File: src/rtl/pipe_hazard_ctrl_pkg.sv
// pipe_ctrl_pkg: shared state encoding and constants for the pipeline hazard controller
package pipe_ctrl_pkg;
  typedef enum logic [1:0] {RUN = 2'd0, LSTALL = 2'd1, FREEZE = 2'd2} state_t;
  localparam int REG_ZERO = 0;
  localparam int DEF_CNT_W = 16;
endpackage

File: src/rtl/pipe_hazard_ctrl_if.sv
// pipe_hazard_ctrl_if: pipeline status inputs and hold/flush/bubble controls of the hazard controller
interface pipe_hazard_ctrl_if import pipe_ctrl_pkg::*; #(
  parameter int REG_AW = 5,
  parameter int CNT_W = DEF_CNT_W
);
  logic id_valid;
  logic [REG_AW-1:0] id_rs;
  logic [REG_AW-1:0] id_rt;
  logic id_uses_rs;
  logic id_uses_rt;
  logic id_jump;
  logic ex_valid;
  logic [REG_AW-1:0] ex_rd;
  logic ex_mem_read;
  logic branch_taken;
  logic mem_busy;
  logic hazard;
  logic ifid_hold;
  logic ifid_flush;
  logic idex_bubble;
  logic idex_hold;
  logic exmem_hold;
  logic [CNT_W-1:0] stall_cycles;
  logic [CNT_W-1:0] flush_count;
  modport master (
    output id_valid, id_rs, id_rt, id_uses_rs, id_uses_rt, id_jump,
    output ex_valid, ex_rd, ex_mem_read, branch_taken, mem_busy,
    input hazard, ifid_hold, ifid_flush, idex_bubble, idex_hold, exmem_hold,
    input stall_cycles, flush_count
  );
  modport slave (
    input id_valid, id_rs, id_rt, id_uses_rs, id_uses_rt, id_jump,
    input ex_valid, ex_rd, ex_mem_read, branch_taken, mem_busy,
    output hazard, ifid_hold, ifid_flush, idex_bubble, idex_hold, exmem_hold,
    output stall_cycles, flush_count
  );
endinterface

File: src/rtl/pipe_hazard_ctrl_raw_detect.sv
// raw_detect: combinational load-use RAW comparator between the ID sources and the EX load destination
module raw_detect import pipe_ctrl_pkg::*; #(
  parameter int REG_AW = 5
) (
  input  logic              id_valid,
  input  logic [REG_AW-1:0] id_rs,
  input  logic [REG_AW-1:0] id_rt,
  input  logic              id_uses_rs,
  input  logic              id_uses_rt,
  input  logic              ex_valid,
  input  logic [REG_AW-1:0] ex_rd,
  input  logic              ex_mem_read,
  output logic              lu
);
  assign lu = ex_valid & ex_mem_read & (ex_rd != REG_AW'(REG_ZERO)) & id_valid &
              ((id_uses_rs & (id_rs == ex_rd)) | (id_uses_rt & (id_rt == ex_rd)));
endmodule

File: src/rtl/pipe_hazard_ctrl.sv
// pipe_hazard_ctrl: load-use / branch / jump / memory-wait sequencing with saturating perf counters
module pipe_hazard_ctrl import pipe_ctrl_pkg::*; #(
  parameter int REG_AW = 5,
  parameter int LOAD_LAT = 1,
  parameter int CNT_W = DEF_CNT_W
) (
  input logic clk,
  input logic rst,
  pipe_hazard_ctrl_if.slave bus
);
  state_t state, state_nx, ret_state, ret_nx, eff;
  logic [3:0] cnt, cnt_nx;
  logic lu, frz, br, ls, jp, haz, fl;
  logic [CNT_W-1:0] stall_q, flush_q;
  raw_detect #(.REG_AW(REG_AW)) u_raw (
    .id_valid(bus.id_valid), .id_rs(bus.id_rs), .id_rt(bus.id_rt),
    .id_uses_rs(bus.id_uses_rs), .id_uses_rt(bus.id_uses_rt),
    .ex_valid(bus.ex_valid), .ex_rd(bus.ex_rd), .ex_mem_read(bus.ex_mem_read), .lu(lu)
  );
  // a freeze is transparent: once released, the cycle behaves as the saved state
  assign eff = state == FREEZE ? ret_state : state;
  always_comb begin
    state_nx = eff;
    ret_nx = ret_state;
    cnt_nx = cnt;
    frz = 1'b0;
    br = 1'b0;
    ls = 1'b0;
    jp = 1'b0;
    if (bus.mem_busy) begin
      frz = 1'b1;
      state_nx = FREEZE;
      ret_nx = eff;
    end else if (bus.branch_taken) begin
      br = 1'b1;
      state_nx = RUN;
      cnt_nx = '0;
    end else if (eff == LSTALL) begin
      ls = 1'b1;
      cnt_nx = cnt - 4'd1;
      state_nx = cnt == 4'd1 ? RUN : LSTALL;
    end else if (lu) begin
      ls = 1'b1;
      cnt_nx = 4'(LOAD_LAT - 1);
      state_nx = LOAD_LAT > 1 ? LSTALL : RUN;
    end else begin
      jp = bus.id_jump;
    end
  end
  assign haz = rst & (frz | ls);
  assign fl = rst & (br | jp);
  assign bus.hazard = haz;
  assign bus.ifid_hold = haz;
  assign bus.ifid_flush = fl;
  assign bus.idex_bubble = rst & (br | ls);
  assign bus.idex_hold = rst & frz;
  assign bus.exmem_hold = rst & frz;
  assign bus.stall_cycles = stall_q;
  assign bus.flush_count = flush_q;
  always_ff @(posedge clk) begin
    if (!rst) begin
      state <= RUN;
      ret_state <= RUN;
      cnt <= '0;
      stall_q <= '0;
      flush_q <= '0;
    end else begin
      state <= state_nx;
      ret_state <= ret_nx;
      cnt <= cnt_nx;
      stall_q <= (haz && !(&stall_q)) ? stall_q + CNT_W'(1) : stall_q;
      flush_q <= (fl && !(&flush_q)) ? flush_q + CNT_W'(1) : flush_q;
    end
  end
endmodule

File: src/flat_wrapper.sv
// flat-port wrapper written by rule: the top's interface ports become plain ports
module pipe_hazard_ctrl_flat import pipe_ctrl_pkg::*;
#(
  parameter int REG_AW = 5,
  parameter int LOAD_LAT = 1,
  parameter int CNT_W = DEF_CNT_W
)
  (clk, rst, bus_id_valid, bus_id_rs, bus_id_rt, bus_id_uses_rs, bus_id_uses_rt, bus_id_jump, bus_ex_valid, bus_ex_rd, bus_ex_mem_read, bus_branch_taken, bus_mem_busy, bus_hazard, bus_ifid_hold, bus_ifid_flush, bus_idex_bubble, bus_idex_hold, bus_exmem_hold, bus_stall_cycles, bus_flush_count);
  pipe_hazard_ctrl_if #(.REG_AW(REG_AW), .CNT_W(CNT_W)) bus_i ();
  input logic clk;
  input logic rst;
  input wire logic [$bits(bus_i.id_valid)-1:0] bus_id_valid;
  input wire logic [$bits(bus_i.id_rs)-1:0] bus_id_rs;
  input wire logic [$bits(bus_i.id_rt)-1:0] bus_id_rt;
  input wire logic [$bits(bus_i.id_uses_rs)-1:0] bus_id_uses_rs;
  input wire logic [$bits(bus_i.id_uses_rt)-1:0] bus_id_uses_rt;
  input wire logic [$bits(bus_i.id_jump)-1:0] bus_id_jump;
  input wire logic [$bits(bus_i.ex_valid)-1:0] bus_ex_valid;
  input wire logic [$bits(bus_i.ex_rd)-1:0] bus_ex_rd;
  input wire logic [$bits(bus_i.ex_mem_read)-1:0] bus_ex_mem_read;
  input wire logic [$bits(bus_i.branch_taken)-1:0] bus_branch_taken;
  input wire logic [$bits(bus_i.mem_busy)-1:0] bus_mem_busy;
  output wire logic [$bits(bus_i.hazard)-1:0] bus_hazard;
  output wire logic [$bits(bus_i.ifid_hold)-1:0] bus_ifid_hold;
  output wire logic [$bits(bus_i.ifid_flush)-1:0] bus_ifid_flush;
  output wire logic [$bits(bus_i.idex_bubble)-1:0] bus_idex_bubble;
  output wire logic [$bits(bus_i.idex_hold)-1:0] bus_idex_hold;
  output wire logic [$bits(bus_i.exmem_hold)-1:0] bus_exmem_hold;
  output wire logic [$bits(bus_i.stall_cycles)-1:0] bus_stall_cycles;
  output wire logic [$bits(bus_i.flush_count)-1:0] bus_flush_count;
  assign bus_i.id_valid = bus_id_valid;
  assign bus_i.id_rs = bus_id_rs;
  assign bus_i.id_rt = bus_id_rt;
  assign bus_i.id_uses_rs = bus_id_uses_rs;
  assign bus_i.id_uses_rt = bus_id_uses_rt;
  assign bus_i.id_jump = bus_id_jump;
  assign bus_i.ex_valid = bus_ex_valid;
  assign bus_i.ex_rd = bus_ex_rd;
  assign bus_i.ex_mem_read = bus_ex_mem_read;
  assign bus_i.branch_taken = bus_branch_taken;
  assign bus_i.mem_busy = bus_mem_busy;
  assign bus_hazard = bus_i.hazard;
  assign bus_ifid_hold = bus_i.ifid_hold;
  assign bus_ifid_flush = bus_i.ifid_flush;
  assign bus_idex_bubble = bus_i.idex_bubble;
  assign bus_idex_hold = bus_i.idex_hold;
  assign bus_exmem_hold = bus_i.exmem_hold;
  assign bus_stall_cycles = bus_i.stall_cycles;
  assign bus_flush_count = bus_i.flush_count;
  pipe_hazard_ctrl #(.REG_AW(REG_AW), .LOAD_LAT(LOAD_LAT), .CNT_W(CNT_W)) u_core (.clk(clk), .rst(rst), .bus(bus_i));
endmodule
File: config.mk
export PLATFORM = sky130hd
export DESIGN_NAME = pipe_hazard_ctrl_flat
export DESIGN_NICKNAME = d
export VERILOG_FILES = /design/src/rtl/pipe_hazard_ctrl_pkg.sv /design/src/rtl/pipe_hazard_ctrl_if.sv /design/src/rtl/pipe_hazard_ctrl_raw_detect.sv /design/src/rtl/pipe_hazard_ctrl.sv /design/src/flat_wrapper.sv
export SDC_FILE = /design/constraint.sdc
export NUM_CORES = 1
export LEC_CHECK = 0
export ABC_AREA = 1
export CORE_MARGIN = 2
export CORE_UTILIZATION = 35
export DETAILED_ROUTE_END_ITERATION = 7
export PLACE_DENSITY = 0.55
export SLEW_MARGIN = 20
export SYNTH_ARGS = -nofsm -noshare
export SYNTH_HDL_FRONTEND = slang
export SYNTH_SLANG_ARGS = --single-unit
File: constraint.sdc
create_clock -name clk -period 1.8 [get_ports clk]
set_input_delay 0.36 -clock clk [delete_from_list [all_inputs] [get_ports clk]]
set_output_delay 0.36 -clock clk [all_outputs]
set_load 0.05 [all_outputs]
* Word level (Yosys, flattened, before mapping)
Index checks and enable logic that the tools add are counted.
** Word-level totals
- Logic and storage cells :: 60
- Register bits after elaboration :: 40
- Input bits :: 25
- Output and inout port bits :: 38
** Cells by class
- Mux-type cells :: 20
- Reduce and logical (&&, ||, !) cells :: 10
- Add/subtract/negate cells :: 3
- Equality and inequality tests :: 5
- Bitwise logic cells :: 16
** Operators by type and width (count)
- 16-bit by 1-bit adder with 16-bit output, second input constant :: 2
- 16-bit AND reduction :: 2
- 1-bit 2-to-1 mux :: 12
- 4-bit 2-to-1 mux :: 3
- 1-bit AND :: 10
- 5-bit == test :: 2
- 2-bit 2-to-1 mux :: 5
- 5-bit nonzero test :: 1
- 4-bit by 1-bit == test with 1-bit output, second input constant :: 1
- 1-bit bitwise OR :: 4
- 4-bit by 1-bit subtractor with 4-bit output, second input constant :: 1
- 3-bit nonzero test :: 1
- 3-bit OR reduction :: 1
- 2-bit by 1-bit == test with 1-bit output, second input constant :: 1
- 2-bit == test, second input constant :: 1
- 1-bit logical AND :: 2
- 1-bit zero test :: 2
- 1-bit inverter :: 2
- 2-bit AND reduction :: 1

* Depth between registers and ports, before layout
Gate-level depths: netlist of run 1.
- Depth in word-level cells :: 11
- Depth in mapped cells :: 14
- Depth with buffers taken out :: 13

* Modules after synthesis
From an unflattened synthesis of run 1, not the netlist that was laid out.
** Unflattened totals
- Cells, all modules :: 423
- Area, all modules :: 2646.3 µm²
** By module, submodules not included
- pipe_hazard_ctrl :: cells an instance 371, sequential area each 800.8 µm², times used 1, area an instance 2431.1 µm²
- raw_detect :: cells an instance 52, sequential area each 0.0 µm², times used 1, area an instance 215.2 µm²

* Least setup slack after synthesis of run 1
OpenSTA, ideal clock, no wires.
- Path type :: input -> output
- Start :: in rst
- End :: out bus_ifid_flush
- Slack :: -683 ps
- Stages :: 5
- Arrival :: 2123 ps
- Buffers on the path :: 2
- Cells stage by stage :: inv_2 -> nor2_1 -> buf_4 -> buf_2 -> a21boi_0
** Between the ends
- Word-level cells in the longest chain between the ends :: 1
** RTL lines
- from (decl) :: line flat_wrapper.sv:11 : input logic rst;
- 1-bit AND :: line pipe_hazard_ctrl.sv:51 : assign fl = rst & (br | jp);
- to (decl) :: line flat_wrapper.sv:25 : output wire logic [$bits(bus_i.ifid_flush)-1:0] bus_ifid_flush;
Every way passes these cells.

* Worst setup path after layout of run 1
- Start :: reg u_core.ret_state[1]
- End :: out bus_idex_bubble
** Between the ends
- Word-level cells in the longest chain between the ends :: 7
** RTL lines
- from (decl) :: line pipe_hazard_ctrl.sv:11 : state_t state, state_nx, ret_state, ret_nx, eff;
- from (signal assigned) :: line pipe_hazard_ctrl.sv:69 : ret_state <= ret_nx;
- 2-bit 2-to-1 mux :: line pipe_hazard_ctrl.sv:21 : assign eff = state == FREEZE ? ret_state : state;
- 2-bit by 1-bit == test with 1-bit output :: line pipe_hazard_ctrl.sv:38 : end else if (eff == LSTALL) begin
- 1-bit 2-to-1 mux :: line pipe_hazard_ctrl.sv:38
- 1-bit 2-to-1 mux :: line pipe_hazard_ctrl.sv:34 : end else if (bus.branch_taken) begin
- 1-bit 2-to-1 mux :: line pipe_hazard_ctrl.sv:30 : if (bus.mem_busy) begin
- 1-bit bitwise OR :: line pipe_hazard_ctrl.sv:55 : assign bus.idex_bubble = rst & (br | ls);
- 1-bit AND :: line pipe_hazard_ctrl.sv:55
- to (decl) :: line flat_wrapper.sv:26 : output wire logic [$bits(bus_i.idex_bubble)-1:0] bus_idex_bubble;
Every way passes these cells.

==> results of run 1 <==
## cell usage after synthesis, drive strengths merged
cell type and count:
a211oi 2, a21boi 2, a21oi 31, buf 9
clkbuf 4, clkinv 1, dfxtp 40, ha 4
inv 40, nand2 112, nand3 30, nand4 20
nor2 42, nor3 11, nor4 5, o21ai 6
o21bai 1, or2 1, xnor2 3, xor2 24
## power breakdown
part	total, mW	internal (mW)	switching (mW)
clock network	0.602	0.277	0.325
registers	0.902	0.892	0.00929
logic	0.330	0.136	0.194
total	1.83	1.31	0.528
## per-layer routing
metal	GRT usage (%)	vias up	wire, um
met5	0	-	0
met4	3.61	0	33
met3	3.29	4	259
met2	31.7	50	3530
met1	21.9	1284	3320
li1	-	1456	-
## cell type report
| class | count | area share (%) |
|---|---|---|
| Tap cell | 102 | 3.34 |
| Clock buffer | 7 | 2.00 |
| Timing Repair Buffer | 105 | 22.0 |
| Sequential cell | 40 | 21.9 |
| Multi-Input combinational cell | 295 | 46.4 |
| Clock inverter | 1 | 0.229 |
| Inverter | 41 | 4.03 |
## timing repair
item | in CTS | in global routing
pin swaps | 26 | 15
buffers inserted | 7 | 5
gates resized for setup | 73 | 14
gates cloned | 0 | 1
endpoints found under the setup margin | 35 | 19
## worst min-delay path, cell delays in order, from the launching register on
cell	delay (ns)
dfxtp_1	0.31
nand2_1	0.06
a21oi_1	0.05
## state kept, by name (all words and copies together) (netlist names)
register,count
u_core.cnt,4
u_core.bus.flush_count,16
u_core.state,2
u_core.ret_state,2
u_core.bus.stall_cycles,16
## logic make-up after synthesis
kind of cell	count (synthesis)	synth area share, %
simple gates	221	40.1
xor+xnor	27	8.67
flops	40	29.4
buf+inv	54	9.36
compound gates	42	10.6
fa+ha+maj	4	1.83
## how the worst max path moves through the flow
stage	startpoint	end	depth (start not counted)
finish	u_core.ret_state[1]	bus_idex_bubble	8
global route	u_core.ret_state[1]	bus_idex_bubble	8
CTS	u_core.state[0]	bus_idex_bubble	8
detailed placement	bus_ex_rd[1]	bus_hazard	12
global placement	bus_ex_rd[0]	bus_ifid_hold	12
floorplan	rst	bus_ifid_flush	5
## stage by stage
step	worst slack, ns	util, %	hold WS (ns)
global placement	-0.401	47.4	0.441
floorplan	-0.0276	-	0.429
CTS	-0.0217	49.0	0.475
detailed placement	-0.404	47.4	0.462
finish	0.0176	50.0	0.467
global route	-0.0833	50.0	0.497
==> results.txt, run 1 <==
----------------------------------------------------
[Layout]
  Total of fill cells in the finished design ... 783
  Area growth from synthesis to layout ... 40.0%
  Most frequent cells in the layout ... nand2_1 (102), buf_4 (75), nor2_1 (37)
  Post-route non-filler standard cell count ... 591
  Net count, final ... 517
  Most common cell after layout, fill and taps aside ... nand2_1
  Post-route standard cell area excluding fillers ... 3820 um^2
  Fraction of final layout cells sized beyond drive strength 1 ... 38.7%
  Diode count ... 0
  Area occupied by registers ... between 800 and 900 um^2
  Multi-input gate area ... 1770 um^2

[Clocking]
  Total clock buffers created by CTS ... 5
  Clock root cell ... clkbuf_8
  Maximum count of clock buffers along a single path ... 2
  TritonCTS clock tree ... yes
  Sinks on the clock net ... 40
  Clock-pin slew reported for the worst setup and hold paths after clock tree synthesis ... 0.08 ns
  H-tree level count ... 2
  Number of buffers inserted by hold repair at cts ... 0
  Clock latency on the worst-skew pair ... 0.29 ns

[Die]
  Count of standard-cell rows ... 32
  Die width ... 92.3 um
  CORE AREA ... 7650 um^2
  Top-level I/O count ... between 60 and 70
  Vertical die dimension ... 92.3 um
  Initial standard-cell utilization of the core ... 35.7%
  Total die area ... 8520 um^2

[Critical path]
  R2r worst-path depth ... 8
  Critical path startpoint category ... register
  Critical path cell sequence ... o21ai_2 -> inv_2 -> nor2_2 -> inv_2 -> nand2_4 -> o21bai_4 -> nor2_4 -> buf_12
  Data required time at the worst endpoint ... 1.44 ns
  Longest individual stage delay on the worst path ... 0.33 ns
  Largest delay contributor family on the critical path ... flip-flops
  Register-to-register setup slack ... ~0.14 ns
  Critical-path maximum fanout ... 3
  Worst path buffer plus inverter count ... 3
  Worst R2R End ... u_core.bus.stall_cycles[14]
  Type of element capturing the critical path ... primary output
  Cell with the largest stage delay on the worst path ... dfxtp_2
  Most frequent cell on the critical path ... inv_2
  Worst setup path class ... reg -> out
  Worst flop-to-flop path startpoint ... u_core.bus.stall_cycles[0]
  Worst Path Arrival ... 1.42 ns

[Global routing]
  Number of antenna violations at the first check in global routing ... 0
  Pin count of the biggest net entering global routing ... 26
  GRT Resource Usage Total ... 17.6%
  Aggregate global routing overflow ... 0
  First-pass GRT wire length ... 12600 um
  Number of global-route vias before repair ... 2768

[STA]
  Tightest Pin Transition ... ~0.41 ns
  Relative slew margins ... 72.7%
  Hold violation count in the final report ... 0
  Final critical path time including I/O delays and setup ... 1.78 ns
  Setup repair after global routing missed its margin ... yes
  Count of pins over their slew limit ... 0
  Setup TNS ... 0 ns
  Fin crit share ... roughly 99%
  # setup viols final ... 0
  Top achievable clock speed ... around 560 MHz
  Worst Skew ... around 0.01 ns

[Placed design]
  Cell area reported after detailed placement ... 3630 um^2
  Buffers on Ports ... 62
  Placed Cells ... 570
  Post-DP HPWL ... 5210 um
  Routability-driven placement congestion ratio ... 0.807

[Yosys]
  Number of warning messages in the yosys log ... 0
  Number of nets produced by synthesis ... 417
  Most area-consuming cells after synthesis ... dfxtp_1 (29%), nand2_1 (14%), xor2_1 (7.7%)
  Synthesized instance count ... 388
  Distinct cells, synth ... 36
  Top-area cell type share of the netlist area ... 29.4%
  Dominant cell type by area after synthesis ... dfxtp_1
  Synthesized cell area ... 2730 um^2
  Number of storage elements in the synthesis netlist ... 40
  Syn Area/Cell ... 7.03 um^2
  Seq/Total Area, Yosys ... just under 30%

[Run]
  Number of maximum-capacitance constraint violations ... 0

[Routing]
  Iteration count of the initial detailed-routing pass ... 4
  Detail Route Antenna Nets ... 0
  Detail-routed via count per cell ... 4.73
  Total Wirelength ... 7130 um
  Post-detailed-route wirelength per cell ... 12.1 um
  Initial detailed-routing violation count ... 73
  Post-route DRC ... 0
  Vias ... between 2000 and 3000

[Min path]
  Hold-critical path endpoint ... u_core.cnt[1]
  Worst min-delay path class ... reg -> reg
  Worst hold path stage count ... 2
  HP Start ... u_core.cnt[1]

[Power and ir drop]
  Peak ir drop on the vdd network ... 0.238 mV
  Cell Pwr Density ... between 400 and 500 nW/um^2
  Total leakage power ... 1.69 nW
  Total power consumption of the routed design ... 1.83 mW

[Status]
  Result of the run ... finished, final reports clean

----------------------------------------------------
Power figures use the tool's default switching activity.
==> inputs of run 2 (changes only) <==
Settings changed: CORE_MARGIN 2 to 5, RECOVER_POWER set to 50.
==> results.txt, run 2 (synthesis results as in run 1) <==
----------------------------------------------------
[Run]
  Number of maximum-capacitance constraint violations ... 0 (unchanged)

[Critical path]
  Worst Path Arrival ... 1.46 ns (+0.04 ns)
  Worst setup path class ... in -> out
  Critical-path maximum fanout ... 3 (unchanged)
  Data required time at the worst endpoint ... 1.44 ns (about the same)
  Register-to-register setup slack ... 0.16 ns (+0.02 ns)
  Type of element capturing the critical path ... primary output
  Critical path startpoint category ... input pin

[Status]
  Result of the run ... complete, but fails checks
  Violated checks ... setup timing

[Min path]
  Worst min-delay path class ... reg -> reg

[Clocking]
  Clock-pin slew reported for the worst setup and hold paths after clock tree synthesis ... 0.08 ns (about the same)
  Sinks on the clock net ... 40 (unchanged)
  TritonCTS clock tree ... yes
  Number of buffers inserted by hold repair at cts ... 0 (unchanged)
  Total clock buffers created by CTS ... 5 (unchanged)
  Clock root cell ... clkbuf_8
  H-tree level count ... 2 (unchanged)
  Clock latency on the worst-skew pair ... 0.29 ns (about the same)
  Maximum count of clock buffers along a single path ... 2 (unchanged)

[Placed design]
  Placed Cells ... 566 (-0.70%)
  Post-DP HPWL ... 5400 um (+3.7%)
  Worst slack, placed ... -0.413 ns (-0.00905 ns)
  Routability-driven placement congestion ratio ... 0.841 (+4.3%)
  Buffers on Ports ... 62 (unchanged)

[Die]
  Count of standard-cell rows ... 32 (unchanged)
  Vertical die dimension ... 98.3 um (+6.5%)
  CORE AREA ... 7650 um^2 (unchanged)
  Initial standard-cell utilization of the core ... 35.7% (unchanged)
  Total die area ... 9660 um^2 (+13%)
  Top-level I/O count ... 63 (unchanged)
  Die width ... 98.3 um (+6.5%)

[Layout]
  Post-route non-filler standard cell count ... 581 (-1.7%)
  Share of the core filled with cells ... 47.4% (-2.6 points)
  Fraction of final layout cells sized beyond drive strength 1 ... 30.7% (-8.0 points)
  Most common cell after layout, fill and taps aside ... nand2_1
  Most frequent cells in the layout ... nand2_1 (102), nor2_1 (37), buf_4 (33)
  Net count, final ... 507 (-1.9%)
  Diode count ... 0 (unchanged)
  Area growth from synthesis to layout ... 32.9%

[Routing]
  Iteration count of the initial detailed-routing pass ... 4 (unchanged)
  Post-route DRC ... 0 (unchanged)
  Post-detailed-route wirelength per cell ... 12.3 um (+1.6%)
  Detail-routed via count per cell ... 4.74 (+0.34%)
  Total Wirelength ... 7130 um (about the same)
  Vias ... 2756 (-1.4%)
  Detail Route Antenna Nets ... 0 (unchanged)
  Initial detailed-routing violation count ... 58 (-21%)

[Global routing]
  Number of antenna violations at the first check in global routing ... 0 (unchanged)
  GRT Resource Usage Total ... 14.8% (-2.8 points)
  Number of global-route vias before repair ... 2686 (-3.0%)
  Aggregate global routing overflow ... 0 (unchanged)
  First-pass GRT wire length ... 12200 um (-2.7%)
  Pin count of the biggest net entering global routing ... 25 (-3.8%)

[STA]
  Relative slew margins ... 59.3% (-13 points)
  Worst Skew ... 0.0138 ns (+0.00403 ns)
  Final setup slack of the worst path ... -0.0243 ns (-0.0419 ns)
  Fin crit share ... 101% (+2.3 points)
  Final critical path time including I/O delays and setup ... 1.82 ns (+0.0419 ns)
  Setup repair after global routing missed its margin ... yes
  Hold violation count in the final report ... 0 (unchanged)
  Top achievable clock speed ... 548 MHz (-2.3%)
  Count of pins over their slew limit ... 0 (unchanged)
  Min Hold Slack ... 0.465 ns (-0.00217 ns)
  # setup viols final ... 4 (+4)
  Tightest Pin Transition ... 0.613 ns (+0.206 ns)

[Power and ir drop]
  Peak ir drop on the vdd network ... 0.236 mV (-0.77%)
  Total leakage power ... 1.53 nW (-9.7%)
  Cell Pwr Density ... 498 nW/um^2 (+3.8%)

----------------------------------------------------
run 2: cell types whose count changed in the layout (fill, tap and decap cells not counted), moves of 2 or more:
cell and change:
clkbuf_2 +8, inv_1 +2, clkbuf_1 +27, buf_4 -42, clkdlybuf4s15_1 +3, buf_2 -5
inv_2 -2, nand3_4 -2
run 2: report_power, final:
part,leakage [nW],switching [mW],internal [mW],total (mW)
combinational,1.15,0.189,0.122,0.311
sequential,0.335,0.00948,0.892,0.902
clock,0.0424,0.316,0.277,0.593
total,1.53,0.515,1.29,1.81
run 2: through the flow:
step	area, um^2	setup TNS, ns	total power [mW]
floorplan	2770	-0.0276	1.10
global placement	3600	-12.78	1.24
detailed placement	3600	-13.12	1.25
CTS	3710	-0.0887	1.85
global route	3620	-0.862	1.91
finish	3620	-0.0622	1.81
run 2: worst paths after layout:
check / start / to / depth (start not counted)
min reg2reg: u_core.cnt[1] / u_core.cnt[1] / 2
min: u_core.cnt[1] / u_core.cnt[1] / 2
max: bus_id_rt[4] / bus_ifid_flush / 11
max reg2reg: u_core.bus.stall_cycles[0] / u_core.bus.stall_cycles[2] / 7
run 2: metal layers:
| layer | GRT usage [%] | up-vias | part of all wire, % |
|---|---|---|---|
| met1 | 18.4 | 1270 | 45 |
| met2 | 25.8 | 44 | 50 |
| met3 | 3.43 | 4 | 3.7 |
| li1 | - | 1438 | - |
| met4 | 3.68 | 0 | 0.86 |
| met5 | 0 | - | 0 |
run 2: final cells by class:
| type | count | area [um^2] |
|---|---|---|
| Sequential cell | 40 | 837 |
| Multi-Input combinational cell | 294 | 1750 |
| Clock inverter | 1 | 8.76 |
| Clock buffer | 7 | 76.3 |
| Fill cell | 830 | 4020 |
| Timing Repair Buffer | 96 | 672 |
| Tap cell | 102 | 128 |
| Inverter | 41 | 154 |
run 2: repair_timing:
action / in CTS / in global routing
setup buffers: 5 / 2
pin swaps: 24 / 10
setup endpoints to repair: 24 / 11
endpoints found under the hold margin: 0 / 0
gates resized for setup: 65 / 11
gates cloned: 0 / 0
run 2: worst max-delay path, stage by stage:
cell and delay (ns):
clkdlybuf4s15_1 0.19, inv_1 0.07, nand2_1 0.05, nand2_1 0.05
nor2_1 0.04, nand3_1 0.09, nand2_2 0.07, nand2_4 0.09
nand3_2 0.11, a21boi_4 0.20, buf_12 0.16
